--- config.mk ---
export PLATFORM = sky130hd
export DESIGN_NAME = fifo_drain_reader_flat
export DESIGN_NICKNAME = d
export VERILOG_FILES = /design/src/rtl/fifo_drain_reader_if.sv /design/src/rtl/fifo_drain_reader.sv /design/src/flat_wrapper.sv
export SDC_FILE = /design/constraint.sdc
export NUM_CORES = 1
export LEC_CHECK = 0
export ABC_AREA = 1
export ABC_CLOCK_PERIOD_IN_PS = 3300
export BUFFER_PORTS_ARGS = -buffer_cell sky130_fd_sc_hd__buf_2
export CORE_ASPECT_RATIO = 1.1
export CORE_MARGIN = 10
export CORE_UTILIZATION = 45
export DETAILED_ROUTE_END_ITERATION = 10
export HOLD_SLACK_MARGIN = 0.1
export PLACE_DENSITY = 0.71
export REMOVE_ABC_BUFFERS = 1
export SLEW_MARGIN = 20
export SYNTH_ARGS = -nofsm -noshare
export SYNTH_HDL_FRONTEND = slang
export SYNTH_SLANG_ARGS = --single-unit
--- constraint.sdc ---
create_clock -name clk -period 3.3 [get_ports clk]
set_input_delay 0.825 -clock clk [delete_from_list [all_inputs] [get_ports clk]]
set_output_delay 0.825 -clock clk [all_outputs]
set_load 0.005 [all_outputs]
--- src/rtl/fifo_drain_reader_if.sv ---
// fifo_drain_reader_if: FIFO read-side and output stream signals of the drain reader
// Ports (master = reader):
//   fifo_dout, fifo_empty, fifo_count : from the FIFO into the reader
//   fifo_read                         : pop request from the reader to the FIFO
//   m_data, m_valid                   : stream from the reader to downstream
//   m_ready                           : downstream accept into the reader
interface fifo_drain_reader_if #(
  parameter int DATA_W = 8,
  parameter int CNT_W  = 4
);
  logic [DATA_W-1:0] fifo_dout;
  logic              fifo_empty;
  logic [CNT_W-1:0]  fifo_count;
  logic              fifo_read;
  logic [DATA_W-1:0] m_data;
  logic              m_valid;
  logic              m_ready;
  modport master (
    input  fifo_dout, fifo_empty, fifo_count, m_ready,
    output fifo_read, m_data, m_valid
  );
  modport slave (
    output fifo_dout, fifo_empty, fifo_count, m_ready,
    input  fifo_read, m_data, m_valid
  );
endinterface

--- src/rtl/fifo_drain_reader.sv ---
// fifo_drain_reader: drains an 8-bit sync FIFO in bursts onto a valid/ready stream
// Ports:
//   clk       : clock, rising edge
//   rst       : asynchronous active-low reset
//   bus       : fifo_drain_reader_if.master (FIFO read side + output stream)
//   busy      : high while waiting for a burst or draining
//   words_out : stream transfers completed, wraps at 16 bits
module fifo_drain_reader #(
  parameter int DATA_W       = 8,
  parameter int CNT_W        = 4,
  parameter int BURST_THRESH = 4,
  parameter int TIMEOUT      = 15
) (
  input  logic                  clk,
  input  logic                  rst,
  fifo_drain_reader_if.master   bus,
  output logic                  busy,
  output logic [15:0]           words_out
);
  typedef enum logic [1:0] {IDLE, WAIT, DRAIN} state_t;
  state_t            state, state_nxt;
  logic [7:0]        timer;
  logic              inflight;
  logic [1:0]        occ;
  logic [DATA_W-1:0] buf0, buf1;
  logic              pop;
  logic [1:0]        wr_idx;
  logic [2:0]        avail;
  assign bus.m_valid = occ != 2'd0;
  assign bus.m_data  = buf0;
  assign pop         = bus.m_valid & bus.m_ready;
  // slot the returning word lands in, after this cycle's pop has shifted the buffer
  assign wr_idx      = occ - {1'b0, pop};
  // buffer space already committed: held words plus the pending capture, minus what leaves now
  assign avail       = {1'b0, occ} + {2'b0, inflight} - {2'b0, pop};
  always_ff @(posedge clk or negedge rst)
    if (!rst) state <= IDLE;
    else state <= state_nxt;
  always_comb begin
    state_nxt = state;
    case (state)
      IDLE:    state_nxt = bus.fifo_empty ? IDLE : WAIT;
      WAIT:    state_nxt = (bus.fifo_count >= CNT_W'(BURST_THRESH) || timer == 8'(TIMEOUT - 1)) ? DRAIN :
                           bus.fifo_empty ? IDLE : WAIT;
      DRAIN:   state_nxt = (bus.fifo_empty && !inflight && occ == 2'd0) ? IDLE : DRAIN;
      default: state_nxt = IDLE;
    endcase
  end
  always_comb begin
    busy          = state != IDLE;
    bus.fifo_read = state == DRAIN && !bus.fifo_empty && avail < 3'd2;
  end
  always_ff @(posedge clk or negedge rst)
    if (!rst) begin
      timer     <= '0;
      inflight  <= 1'b0;
      occ       <= '0;
      buf0      <= '0;
      buf1      <= '0;
      words_out <= '0;
    end else begin
      timer    <= state == IDLE ? 8'd0 : state == WAIT ? timer + 8'd1 : timer;
      inflight <= bus.fifo_read;
      occ      <= occ + {1'b0, inflight} - {1'b0, pop};
      if (pop && occ == 2'd2) buf0 <= buf1;
      else if (inflight && wr_idx == 2'd0) buf0 <= bus.fifo_dout;
      if (inflight && wr_idx == 2'd1) buf1 <= bus.fifo_dout;
      if (pop) words_out <= words_out + 16'd1;
    end
endmodule

--- src/flat_wrapper.sv ---
// flat-port wrapper written by rule: the top's interface ports become plain ports
module fifo_drain_reader_flat 
#(
  parameter int DATA_W       = 8,
  parameter int CNT_W        = 4,
  parameter int BURST_THRESH = 4,
  parameter int TIMEOUT      = 15
)
  (clk, rst, busy, words_out, bus_fifo_dout, bus_fifo_empty, bus_fifo_count, bus_m_ready, bus_fifo_read, bus_m_data, bus_m_valid);
  fifo_drain_reader_if #(.DATA_W(DATA_W), .CNT_W(CNT_W)) bus_i ();
  input  logic clk;
  input  logic rst;
  output logic busy;
  output logic [15:0] words_out;
  input wire logic [$bits(bus_i.fifo_dout)-1:0] bus_fifo_dout;
  input wire logic [$bits(bus_i.fifo_empty)-1:0] bus_fifo_empty;
  input wire logic [$bits(bus_i.fifo_count)-1:0] bus_fifo_count;
  input wire logic [$bits(bus_i.m_ready)-1:0] bus_m_ready;
  output wire logic [$bits(bus_i.fifo_read)-1:0] bus_fifo_read;
  output wire logic [$bits(bus_i.m_data)-1:0] bus_m_data;
  output wire logic [$bits(bus_i.m_valid)-1:0] bus_m_valid;
  assign bus_i.fifo_dout = bus_fifo_dout;
  assign bus_i.fifo_empty = bus_fifo_empty;
  assign bus_i.fifo_count = bus_fifo_count;
  assign bus_i.m_ready = bus_m_ready;
  assign bus_fifo_read = bus_i.fifo_read;
  assign bus_m_data = bus_i.m_data;
  assign bus_m_valid = bus_i.m_valid;
  fifo_drain_reader #(.DATA_W(DATA_W), .CNT_W(CNT_W), .BURST_THRESH(BURST_THRESH), .TIMEOUT(TIMEOUT)) u_core (.clk(clk), .rst(rst), .bus(bus_i), .busy(busy), .words_out(words_out));
endmodule
==> summary.md, run 1 <==
| Metric | Value |
|---|---|
| Outcome | `finished, final reports clean` |
| IO buf count | `40` |
| Root Buffer | `clkbuf_8` |
| F_max | `309 MHz` |
| Diodes inserted | `0` |
| Sequential area share after synthesis | `0.485` |
| Top cells by area, synth | `dfrtp_1, nand2_1, nand3_1` |
| Core Rows | `27` |
| Hold slack | `0.471 ns` |
| Worst-path clk slew | `0.08 ns` |
| RePlAce Congestion | `0.852` |
| Initial Utilization | `0.464` |
| Worst hold path class | `flip-flop to flip-flop` |
| Ratio of cells with drive above 1 in the final layout | `0.195` |
| Clock sink count | `45` |
| Vias | `1989` |
| Startpoint Class | `input pin` |
| Ys Warns | `0` |
| DP Wirelength | `3660 um` |
| Inst Count DP | `393` |
| TritonCTS Buffers | `5` |
| Drt initial violations | `113` |
| Non-Filler Instances | `402` |
| CP required | `2.47 ns` |
| CP max FO | `3` |
| Avg Inst Size Synth | `7.89 sq um` |
| Die footprint | `8430 sq um` |
| Fin nets | `365` |
| CTS tree | `yes` |
| FILL cells | `477` |
| H-tree depth | `2` |
| Max cap viols | `0` |
| Clock skew | `0.00698 ns` |
| Max Slew Vio Count | `0` |
| Cell Area, Synth | `2320 sq um` |
| Wirelength per Cell | `12.7 um` |
| Setup ws final | `0.0595 ns` |
| Largest net degree at the start of global routing | `46` |
| I/O Pins | `43` |
| Area Overhead vs Synth | `17.9%` |
| Post-DRT Antenna Nets | `0` |
| WP data arrival | `2.42 ns` |
| Clock Latency Late Sink | `0.29 ns` |
| DP Worst Slack | `-0.0156 ns` |
| Clock Tree Buf Depth | `2` |
| Cts hold-fix bufs | `0` |
| Commonest non-fill, non-tap cell in the layout | `nand2_1` |
| Final setup viols | `0` |
| Most frequent cells in the layout | `nand2_1, dfrtp_1, inv_1, buf_2, nand3_1` |
| Crit path capture type | `output pin` |
| Power Density | `710 nW/um^2` |
| Vias in the first global route | `1948` |
| Grt total ovfl | `0` |
| Slew @ Worst Pin | `0.586 ns` |
| First drt pass iteration count | `4` |
| Via-to-Cell Ratio | `4.95` |
| Reg2reg setup slack | `1.19 ns` |
| DP Area | `2610 sq um` |
| Core ar. | `5000 sq um` |
| Synth area leader | `dfrtp_1` |
| Max IR drop VDD | `0.381 mV` |
| Crit share post-route | `0.982` |
| Final wirelength | `5100 um` |
| Horiz. Die Dim | `88.5 um` |
| Flops & latches, synth | `45` |
| Power Total | `1.94 mW` |
| Share of the synthesized area in the top cell type | `0.485` |
| Initial antenna violation count | `0` |
| Yosys cell types | `29` |
| First-pass GRT wire length | `8750 um` |
| Slew margin rel. | `0.609` |
| Design area | `2740 sq um` |
| GRT Overall Usage | `0.128` |
| Final hold vios | `0` |
| Leakage | `1.47 nW` |
| Crit path kind | `input pin to output pin` |
| Post-Syn Instances | `294` |
| Post-route DRC | `0` |
| Die Y | `95.3 um` |
| Minimum clock period | `3.24 ns` |
==> what timing repair did <==
item | CTS | global route
setup buffers | 1 | 1
gates resized for setup | 1 | 4
cloned | 0 | 0
endpoints found under the setup margin | 1 | 1
pin swaps | 0 | 3
==> state kept, by name, summed over array words and instances (netlist names) <==
| register | cells |
|---|---|
| u_core.words_out | 16 |
| u_core.inflight | 1 |
| u_core.buf1 | 8 |
| u_core.occ | 2 |
| u_core.bus.m_data | 8 |
| u_core.state | 2 |
| u_core.timer | 8 |
==> Yosys cell counts <==
master and number:
nand2_4 2, nor3_2 1, o31ai_1 1, nand2_1 99, or2_2 1, o22ai_1 1
fa_1 1, nor2_2 1, inv_2 1, nand2_2 1, o211ai_2 1, buf_2 3
o211ai_1 8, a21oi_4 1, xor2_1 4, dfrtp_1 45, nand4_1 2, nor2_1 23
nand3_2 1, nand3_1 32, a21oi_1 4, o21ai_2 1, nor4_1 1, xnor2_1 4
o21ai_0 9, ha_1 4, clkbuf_1 1, inv_1 38, nor3_1 3
==> per-layer routing <==
layer / GRT usage / vias up / wire [um] / part of all wire
met5: 0 / - / 0 / 0
met4: 0.0418 / 0 / 63 / 0.012
met3: 0.0367 / 6 / 238 / 0.047
met2: 0.218 / 37 / 2500 / 0.49
met1: 0.152 / 912 / 2290 / 0.45
li1: - / 1034 / - / -
==> metrics by stage <==
stage / util / setup TNS [ns]
after floorplan: - / 0
after global placement: 0.523 / 0
after detailed placement: 0.523 / -0.0156
after CTS: 0.543 / 0
after global routing: 0.547 / -0.0363
final: 0.547 / 0
==> report_power, final <==
| part | switching (mW) | internal, mW |
|---|---|---|
| registers | 0.132 | 0.718 |
| logic | 0.447 | 0.304 |
| clock network | 0.176 | 0.166 |
| total | 0.755 | 1.19 |
==> cell type report <==
cell class              instances  area (sq um)  share of cell area
flip-flops and latches         45          1130               0.412
multi-input cells             206          1040               0.381
repair buffers                 47           262              0.0956
inverters                      39           146              0.0535
clock buffers                   7          86.3              0.0316
well taps                      58          72.6              0.0265
==> path summary, 6_finish.rpt <==
kind | depth (start not counted) | from | to
worst min register to register | 1 | u_core.state[0]$_DFF_PN0_ | u_core.state[0]$_DFF_PN0_
worst max register to register | 9 | u_core.occ[1]$_DFF_PN0_ | u_core.inflight$_DFF_PN0_
min in group asynchronous | 1 | rst | u_core.words_out[7]$_DFFE_PN0P_
worst min-delay path | 1 | u_core.state[0]$_DFF_PN0_ | u_core.state[0]$_DFF_PN0_
worst max-delay path | 8 | bus_m_ready | bus_fifo_read
max in group asynchronous | 1 | rst | u_core.buf1[7]$_DFFE_PN0P_
==> cell families after synthesis <==
group	after synthesis	share of synthesized area
adder cells (fa/ha/maj)	5	0.0302
buffers and inverters	43	0.0712
AO/OA/AOI/OAI	26	0.0760
AND/OR/NAND/NOR	167	0.307
XOR/XNOR	8	0.0302
flip-flops	45	0.485
==> critical path, stage by stage <==
cell and delay [ns]:
buf_6 0.08, nand2_2 0.05, or2_4 0.23, nand2_1 0.07, ha_2 0.18, fa_1 0.46, nor4_2 0.34, buf_2 0.18
Power figures use the tool's default switching activity.
==> run 2: changes to the inputs <==
--- a/config.mk
+++ b/config.mk
@@ -9,7 +9,7 @@
 export ABC_CLOCK_PERIOD_IN_PS = 3300
 export BUFFER_PORTS_ARGS = -buffer_cell sky130_fd_sc_hd__buf_2
 export CORE_ASPECT_RATIO = 1.1
-export CORE_MARGIN = 10
+export CORE_MARGIN = 2
 export CORE_UTILIZATION = 45
 export DETAILED_ROUTE_END_ITERATION = 10
 export HOLD_SLACK_MARGIN = 0.1
==> run 2 against run 1 <==
Effect of this change:
- worst hold slack better by 0.0012 ns
- first-iteration DRC count down 0.88%
- combinational power up 2%
- sequential share of layout area down 0.69 points
- worst setup slack better by 0.038 ns
- sequential cell count unchanged
- via count down 1.0%
- critical path depth up 1
- clock power up 26%
- fmax up 1.2%
- clock-buffer cell count unchanged
- critical path type unchanged
- largest power group unchanged
==> summary.md, run 2 (same netlist as run 1, synthesis figures left out) <==
| Metric | Value |
|---|---|
| Clock skew | `0.0109 ns (+0.00394 ns)` |
| Hold depth | `1 (unchanged)` |
| F_max | `312 MHz (+1.2%)` |
| WP data arrival | `2.38 ns (-0.04 ns)` |
| CP required | `2.47 ns (about the same)` |
| Crit share post-route | `0.970 (-0.0115)` |
| Horiz. Die Dim | `72.5 um (-18%)` |
| IO buf count | `40 (unchanged)` |
| CTS tree | `yes` |
| Clock Latency Late Sink | `0.29 ns (about the same)` |
| Root Buffer | `clkbuf_8` |
| I/O Pins | `43 (unchanged)` |
| Vias in the first global route | `1886 (-3.2%)` |
| First drt pass iteration count | `6 (+2)` |
| Wirelength per Cell | `12.1 um (-4.6%)` |
| Crit path capture type | `output pin` |
| Reg2reg path depth | `8 (-1)` |
| Area Overhead vs Synth | `20.1%` |
| Initial antenna violation count | `0 (unchanged)` |
| First-pass GRT wire length | `8310 um (-5.0%)` |
| DP Wirelength | `3420 um (-6.6%)` |
| Worst hold path class | `flip-flop to flip-flop` |
| Diodes inserted | `0 (unchanged)` |
| Final wirelength | `4880 um (-4.1%)` |
| Slew margin rel. | `0.627 (+0.0171)` |
| Top reg by flops | `u_core.words_out` |
| Cts hold-fix bufs | `0 (unchanged)` |
| Core Rows | `27 (unchanged)` |
| Power Density | `737 nW/um^2 (+3.8%)` |
| Max Slew Vio Count | `0 (unchanged)` |
| CP max FO | `2 (-1)` |
| Startpoint Class | `input pin` |
| Via-to-Cell Ratio | `4.87 (-1.5%)` |
| DP Area | `2620 sq um (+0.29%)` |
| Die footprint | `5750 sq um (-32%)` |
| RSZ-0062 raised after global routing | `false` |
| Inst Count DP | `394 (+0.25%)` |
| Worst-path clk slew | `0.09 ns (about the same)` |
| Ratio of cells with drive above 1 in the final layout | `0.205 (+0.0104)` |
| Initial Utilization | `0.464 (unchanged)` |
| Fin nets | `366 (+0.27%)` |
| Most frequent cells in the layout | `nand2_1, dfrtp_1, buf_2` |
| H-tree depth | `2 (unchanged)` |
| Post-DRT Antenna Nets | `0 (unchanged)` |
| Design area | `2790 sq um (+1.8%)` |
| Non-Filler Instances | `404 (+0.50%)` |
| Minimum clock period | `3.20 ns (-0.0379 ns)` |
| TritonCTS Buffers | `5 (unchanged)` |
| Leakage | `1.49 nW (+1.4%)` |
| Final hold vios | `0 (unchanged)` |
| Largest net degree at the start of global routing | `46 (unchanged)` |
| Clock sink count | `45 (unchanged)` |
| Commonest non-fill, non-tap cell in the layout | `nand2_1` |
| Crit path kind | `input pin to output pin` |
| Core ar. | `5000 sq um (unchanged)` |
| Max reg flops | `16 (unchanged)` |
| GRT Overall Usage | `0.183 (+0.0550)` |
| Drt initial violations | `112 (-0.88%)` |
| Grt total ovfl | `0 (unchanged)` |
| Clock Tree Buf Depth | `2 (unchanged)` |
| Vias | `1969 (-1.0%)` |
| Final setup viols | `0 (unchanged)` |
| Setup TNS | `0 ns (unchanged)` |
| Core Util, Final | `0.557 (+0.0100)` |
| Max IR drop VDD | `0.385 mV (+1.2%)` |
| Max cap viols | `0 (unchanged)` |
| Power Total | `2.05 mW (+5.7%)` |
| Outcome | `finished, final reports clean` |
| Slew @ Worst Pin | `0.560 ns (-0.0257 ns)` |
| Post-route DRC | `0 (unchanged)` |
| RePlAce Congestion | `0.792 (-7.0%)` |
| Die Y | `79.3 um (-17%)` |
run 2: layout make-up:
cell class,count,area (sq um)
fill,489,2210
sequential,45,1130
multi-input combinational,206,1060
timing repair buffer,48,263
inverter,39,146
clock buffer,7,86.3
tap,58,72.6
clock inverter,1,30.0
run 2: repair_timing:
item | in CTS | in global routing
pin swaps | 0 | 3
buffers inserted | 0 | 2
endpoints found under the setup margin | 1 | 1
gates resized for setup | 1 | 7
run 2: final timing paths:
check	start	to	slack, ns
worst max-delay path	bus_m_ready	bus_fifo_read	0.1
worst min-delay path	u_core.state[0]$_DFF_PN0_	u_core.state[0]$_DFF_PN0_	0.47
worst max register to register	u_core.occ[1]$_DFF_PN0_	u_core.inflight$_DFF_PN0_	1.32
worst min register to register	u_core.state[0]$_DFF_PN0_	u_core.state[0]$_DFF_PN0_	0.47
max in group asynchronous	rst	u_core.occ[1]$_DFF_PN0_	2.38
min in group asynchronous	rst	u_core.words_out[7]$_DFFE_PN0P_	0.52
run 2: stage by stage:
stage / hold WS [ns] / worst slack, ns
after CTS: 0.476 / 0.00180
final: 0.472 / 0.0975
after detailed placement: 0.460 / 0.0497
after global placement: 0.455 / 0.0819
after floorplan: 0.441 / 0.249
after global routing: 0.505 / 0.00967
run 2: critical path: stages:
cell and delay, ns:
buf_2 0.10, nand2_2 0.06, buf_4 0.13, nand2_1 0.08, nand2_2 0.07, ha_4 0.16, fa_1 0.48, nor4_2 0.31
buf_2 0.17
run 2: power by group:
group | internal [mW] | leakage [nW] | switching, mW
logic | 0.318 | 0.839 | 0.449
clock network | 0.247 | 0.0585 | 0.185
registers | 0.720 | 0.590 | 0.136
total | 1.28 | 1.49 | 0.770
run 2: metal layers:
layer  GRT usage  vias to the layer above  part of all wire
met4      0.0630                        0             0.011
li1            -                     1040                 -
met2       0.311                       34              0.49
met5           0                        -                 0
met1       0.230                      891              0.47
met3      0.0381                        4             0.037
